===== src/rtl/serial_full_sub_pkg.sv =====
// Shared types and helpers for the bit-serial full subtractor.
package serial_full_sub_pkg;

  // Sequencer states: wait for work, shift bits through the cell, present the result.
  typedef enum logic [1:0] {
    IDLE = 2'd0,
    RUN  = 2'd1,
    DONE = 2'd2
  } state_t;

  // Bits needed to count 0..n-1. Never returns less than 1, so WIDTH=1 still
  // gets a legal one-bit counter.
  function automatic int unsigned clog2(input int unsigned n);
    int unsigned r;
    r = 1;
    while ((r < 32) && ((32'd1 << r) < n)) begin
      r = r + 1;
    end
    return r;
  endfunction

endpackage


===== src/rtl/full_sub_cell.sv =====
// Combinational 1-bit full subtractor: x - y - c.
module full_sub_cell (
  input  logic x,
  input  logic y,
  input  logic c,
  output logic diff,
  output logic bout
);

  // Difference bit, and borrow when y+c exceeds x.
  always_comb begin
    diff = x ^ y ^ c;
    bout = (~x & y) | (~(x ^ y) & c);
  end

endmodule


===== src/rtl/serial_full_sub.sv =====
// Bit-serial WIDTH-bit subtractor, d = a - b - bin, one bit per clock, LSB first.
module serial_full_sub
  import serial_full_sub_pkg::*;
#(
  parameter int unsigned WIDTH = 8
) (
  input  logic             clk,
  input  logic             rst,
  input  logic             start,
  input  logic [WIDTH-1:0] a,
  input  logic [WIDTH-1:0] b,
  input  logic             bin,
  output logic             busy,
  output logic             done,
  output logic [WIDTH-1:0] d,
  output logic             br
);

  localparam int unsigned CW = clog2(WIDTH);

  state_t           state_q;
  state_t           state_d;
  logic             load;
  logic [CW-1:0]    cnt_q;
  logic [WIDTH-1:0] sa_q;
  logic [WIDTH-1:0] sb_q;
  logic [WIDTH-1:0] res_q;
  logic [WIDTH-1:0] res_shift;
  logic             borrow_q;
  logic             cell_diff;
  logic             cell_bout;
  logic             last_bit;

  full_sub_cell u_cell (
    .x    (sa_q[0]),
    .y    (sb_q[0]),
    .c    (borrow_q),
    .diff (cell_diff),
    .bout (cell_bout)
  );

  // Result register with this cycle's diff bit entering at the MSB.
  always_comb begin
    res_shift = (res_q >> 1) | (WIDTH'(cell_diff) << (WIDTH - 1));
    last_bit  = (cnt_q == CW'(WIDTH - 1));
  end

  // State register.
  always_ff @(posedge clk or posedge rst) begin
    if (rst) begin
      state_q <= IDLE;
    end else begin
      state_q <= state_d;
    end
  end

  // Next-state logic; start is honoured only in IDLE or DONE.
  always_comb begin
    state_d = state_q;
    load    = 1'b0;
    case (state_q)
      IDLE: begin
        if (start) begin
          load    = 1'b1;
          state_d = RUN;
        end
      end
      RUN: begin
        if (last_bit) begin
          state_d = DONE;
        end
      end
      DONE: begin
        if (start) begin
          load    = 1'b1;
          state_d = RUN;
        end else begin
          state_d = IDLE;
        end
      end
      default: state_d = IDLE;
    endcase
  end

  // Operand shift registers, running borrow and bit counter.
  always_ff @(posedge clk or posedge rst) begin
    if (rst) begin
      sa_q     <= '0;
      sb_q     <= '0;
      res_q    <= '0;
      borrow_q <= 1'b0;
      cnt_q    <= '0;
    end else if (load) begin
      sa_q     <= a;
      sb_q     <= b;
      res_q    <= '0;
      borrow_q <= bin;
      cnt_q    <= '0;
    end else if (state_q == RUN) begin
      sa_q     <= sa_q >> 1;
      sb_q     <= sb_q >> 1;
      res_q    <= res_shift;
      borrow_q <= cell_bout;
      cnt_q    <= cnt_q + CW'(1);
    end
  end

  // Registered handshake and result; d/br move only when done rises.
  always_ff @(posedge clk or posedge rst) begin
    if (rst) begin
      busy <= 1'b0;
      done <= 1'b0;
      d    <= '0;
      br   <= 1'b0;
    end else begin
      busy <= (state_d == RUN);
      done <= (state_d == DONE);
      if ((state_q == RUN) && last_bit) begin
        d  <= res_shift;
        br <= cell_bout;
      end
    end
  end

endmodule


===== config.mk =====
export PLATFORM = sky130hd
export DESIGN_NAME = serial_full_sub
export DESIGN_NICKNAME = d
export VERILOG_FILES = /design/src/rtl/serial_full_sub_pkg.sv /design/src/rtl/full_sub_cell.sv /design/src/rtl/serial_full_sub.sv
export SDC_FILE = /design/constraint.sdc
export NUM_CORES = 1
export LEC_CHECK = 0
export CORE_ASPECT_RATIO = 0.5
export CORE_MARGIN = 2
export CORE_UTILIZATION = 46
export DETAILED_ROUTE_END_ITERATION = 7
export GPL_ROUTABILITY_DRIVEN = 0
export HOLD_SLACK_MARGIN = 0.03
export PLACE_DENSITY_LB_ADDON = 0.1
export RECOVER_POWER = 50
export SYNTH_ARGS = -nofsm -noshare
export SYNTH_HDL_FRONTEND = slang
export SYNTH_SLANG_ARGS = --single-unit
export TNS_END_PERCENT = 100

===== constraint.sdc =====
create_clock -name clk -period 5.1 [get_ports clk]
set_clock_uncertainty 0.15 [all_clocks]
set_input_delay 1.53 -clock clk [delete_from_list [all_inputs] [get_ports clk]]
set_output_delay 1.53 -clock clk [all_outputs]
set_load 0.02 [all_outputs]

Word level (Yosys, flattened, before mapping) --
Cells that the tools add are included.
Cells by class: add/sub/neg operators 1, equality and inequality tests 5, mux-type cells 16, bitwise gates (word level) 8, reductions and logical operators 4
Operator list (count):
- 2-to-1 mux 8 bit | 6
- OR 7 x 8 -> 8 bit | 1
- 2-to-1 mux 3 bit | 2
- case mux 2 bit (3 select lines) | 1
- 2-to-1 mux 1 bit | 5
- equality test 2 x 1 -> 1 bit (second input constant) | 2
- equality test 2 bit (second input constant) | 2
- 2-to-1 mux 2 bit | 2
- adder 3 x 1 -> 3 bit (second input constant) | 1
- equality test 3 bit (second input constant) | 1
- AND 1 bit | 2
- logical NOT 2 bit | 1
- NOT 1 bit | 2
- nonzero test 2 bit | 1
- OR reduction 2 bit | 1
- XOR 1 bit | 2
- logical AND 1 bit | 1
- OR 1 bit | 1
Storage, ports and cells: register bits after elaboration 41, output and inout bits 11

Depth between registers and ports, before layout --
word-level depth 6, depth in mapped cells 6

Modules after synthesis --
A second synthesis with hierarchy kept.
Second synthesis, totals: cells, all modules 147, area total of the unflattened synthesis 1770.4 um^2
Modules (own cells, without submodules):
- serial_full_sub | times used 1, cells each 143, area each 1739.2 um^2, seq. area each 1001.0 um^2
- full_sub_cell | times used 1, cells each 4, area each 31.3 um^2, seq. area each 0.0 um^2

Worst setup path before layout --
OpenSTA, ideal clock, no wires.
path kind input-to-reg, start point input port start, end point register sa_q[4], arrival 2.147 ns, setup slack 2.679 ns, stages on the path 4, path buffers 1, cell sequence nor2_2 -> a21o_4 -> buf_6 -> a21oi_2
Between the ends: cells in the longest elaborated chain, start to end 3
Ends and longest elaborated chain:
- start: declaration | RTL line serial_full_sub.sv:9 | input logic start,
- 2-to-1 mux 1 bit (*) | RTL line serial_full_sub.sv:63, serial_full_sub.sv:74
- 2-to-1 mux 1 bit (*)
- 2-to-1 mux 8 bit or nonzero test 2 bit (tied branches)
- end signal: assignment | RTL line serial_full_sub.sv:100 | sa_q <= sa_q >> 1;
- end: declaration | RTL line serial_full_sub.sv:25 | logic [WIDTH-1:0] sa_q;
Every way passes the cells marked *; elsewhere a longest branch is shown, timed or not. A chain may end at the register's enable or synchronous reset.

Worst setup path in the final report --
start point input port start, end point register sb_q[7]
Between the ends: cells in the longest elaborated chain, start to end 3
Ends and longest elaborated chain:
- 2-to-1 mux 1 bit (*) | RTL line serial_full_sub.sv:63, serial_full_sub.sv:74
- 2-to-1 mux 1 bit (*)
- 2-to-1 mux 8 bit or nonzero test 2 bit (tied branches)
- end signal: assignment | RTL line serial_full_sub.sv:101 | sb_q <= sb_q >> 1;
- end: declaration | RTL line serial_full_sub.sv:26 | logic [WIDTH-1:0] sb_q;
Marks and branches as above.

==> results.cfg <==
[power]
p_sw_share_pct = 35.36
clkPwrFrac_pct = 14.8
power.internal_w = 0.0008453
vdd_drop_max_v = 0.0002549
powerDensity_nw_per_um2 = 591.5
switchingPower_w = 0.0004625
p_comb_share_pct = 41.5
p_leak_nw = 0.9872
pwr-share-seq_pct = 43.7

[final_layout]
diodes = 0
nFillCells = 328
final_common_cell = dfrtp_1
area_delta_synth_final_pct = 20.70
drive_above_1_share_pct = 16.76
fin_cells = 227
nNetsFinal = 196
layout_common_cells = dfrtp_1, clkdlybuf4s50_1, inv_1

[synthesis]
ys_warn_count = 0
ys_ff_latch = 40
ys_seq_area_share_pct = 54.64
syn_avg_cell_area_um2 = 12.72
synth.distinct_cells = 28
synth_largest_area_cell = dfrtp_1
async_flop_share_pct = 100.0
synth.cell_area_um2 = 1832
synth_fp_nets = 167
synth_flop_cell = dfrtp_1
synth-edff-count = 0
ys_top_cells_by_area = dfrtp_1, a22o_1, a21oi_2, mux2_1, o22ai_1
syn_inst = 144
synth.top_cell.area_share_pct = 54.64

[timing]
fin_ws_ns = 2.132
period_minus_slack_ns = 2.968
hold_viol_final = 0
max_slew_margin_pct = 51.94
fin_crit_sh_pct = 58.19
slew_violations = 0
fmax_mhz = 336.9
report.final.setup_viol = 0
rsz0062_at_grt = false
tightest_slew_ns = 0.7208
setup_tns_ns = 0

[floorplanning]
fp-row-count = 16
ioPinCount = 31
chipHeight_um = 48.62
dieWidth_um = 93.24
dieArea_um2 = 4533
core_area_um2 = 3864
initial_core_util_pct = 47.41

[place]
dp_slack_ns = 1.826
dp_hpwl_um = 2095
portBuffers = 30
dpl.cell_count = 220

[global_routing]
grt_use_total_pct = 15.29
grt-ovfl-total = 0
grt_pass1_wl_um = 5451
first_global_vias = 1165
antenna_found_initial = 0
grt_max_degree = 41

[worst_setup_path]
crit_required_ns = 5.12
crit_arrival_ns = 2.99
r2r_start = state_q[0]
end_kind = flop
startpoint_type = input pin
critical_path_class = in -> reg
startpoint = start
cp_max_fo = 15

[routing]
wl_per_cell_um = 13.75
detail-route-antenna-nets = 0
avgViaCountPerCell = 5.128
initialDrtViolationCount = 20
drc = 0
vias = 1164
first_pass_iters = 4
wirelength_um = 3121

[worst_hold_path]
hp-class = reg -> reg
worstHoldStart = br

[clock_network]
clock_latency_ns = 0.28
cts_root_buf = clkbuf_8
hold_buffers = 0
cts_buffers = 5
cts_max_level = 2
ctsLongestPathBuffers = 2
clk_pin_slew_ns = 0.07
postCtsSetupBuffers = 0
cts_sinks = 40
cts_tree = built
ctsResizeCount = 0

[flow_run]
maxCapViolations = 0

[outcome]
status = finished clean
final timing paths:
path                       cells after the start  endpoint  slack [ns]
max reg2reg                                    2      d[2]        3.05
min in group asynchronous                      3   sa_q[2]        1.65
max                                            4   sb_q[7]        2.13
min                                            2        br        0.34
min reg2reg                                    2        br        0.34
max in group asynchronous                      3   sb_q[2]        2.79
state kept, by name, indices dropped and copies added, names as in the netlist:
signal and flops:
sb_q 8, borrow_q 1, res_q 7, done 1, busy 1, state_q 2
d 8, sa_q 8, br 1, cnt_q 3
critical path, stage by stage:
cell	delay (ns)
clkdlybuf4s50_1	0.69
nor2_2	0.17
a21o_4	0.33
a22o_1	0.25
metrics by stage:
stage / hold WS [ns] / util [%] / cell area, um2 / power, W
floorplan: 0.3222 / - / 1832 / 0.0009700
global placement: 0.3169 / 55.54 / 2146 / 0.001109
detailed placement: 0.3234 / 55.54 / 2146 / 0.001132
CTS: 0.3405 / 57.55 / 2223 / 0.001332
global route: 0.3664 / 57.22 / 2211 / 0.001415
finish: 0.3399 / 57.22 / 2211 / 0.001308
cells by family (layout without fill, tap and decap cells):
| group | count (synthesis) | after routing | synth area share (%) |
|---|---|---|---|
| AND/OR/NAND/NOR | 12 | 12 | 4.645 |
| adder cells (fa/ha/maj) | 3 | 3 | 2.459 |
| XOR/XNOR | 1 | 1 | 0.4782 |
| buffers and inverters | 24 | 53 | 6.420 |
| multiplexers | 19 | 19 | 12.23 |
| AO/OA/AOI/OAI | 45 | 45 | 19.12 |
| flip-flops | 40 | 40 | 54.64 |
cell type report:
type	instances	area [um2]	area share, %
sequential	40	1001	45.27
multi-input combinational	80	700.7	31.69
timing repair buffer	31	307.8	13.92
clock buffer	6	72.57	3.282
tap	54	67.56	3.056
inverter	15	56.30	2.547
clock inverter	1	5.005	0.2264
power groups by stage:
stage / combinational [W] / clock (W) / sequential, W
finish: 0.000543 / 0.000193 / 0.000571
global route: 0.000604 / 0.000215 / 0.000596
CTS: 0.000554 / 0.000203 / 0.000575
detailed placement: 0.000552 / 0 / 0.000580
global placement: 0.000534 / 0 / 0.000575
floorplan: 0.000384 / 0 / 0.000586
per-layer routing:
metal  part of all wire [%]  wire length [um]  global-route usage (%)  vias up
li1                       -                 -                       -      568
met1                     51              1586                   20.59      571
met2                     45              1394                   24.70       23
met3                    4.3               135                   5.296        2
met4                   0.13                 4                   2.206        0
met5                      0                 0                       0        -
cells in the mapped netlist (2+ instances only):
library cell and count:
a22o_1 12, dfrtp_1 40, buf_2 4, inv_1 15
mux2_1 6, a21oi_1 4, buf_6 2, nor2b_1 5
mux2_4 4, o22ai_1 10, mux2_2 5, o21ai_0 3
nand2b_1 2, mux2i_1 4, a21oi_2 10, a211oi_1 4
ha_1 2, buf_4 2
Power figures use the tool's default switching activity.
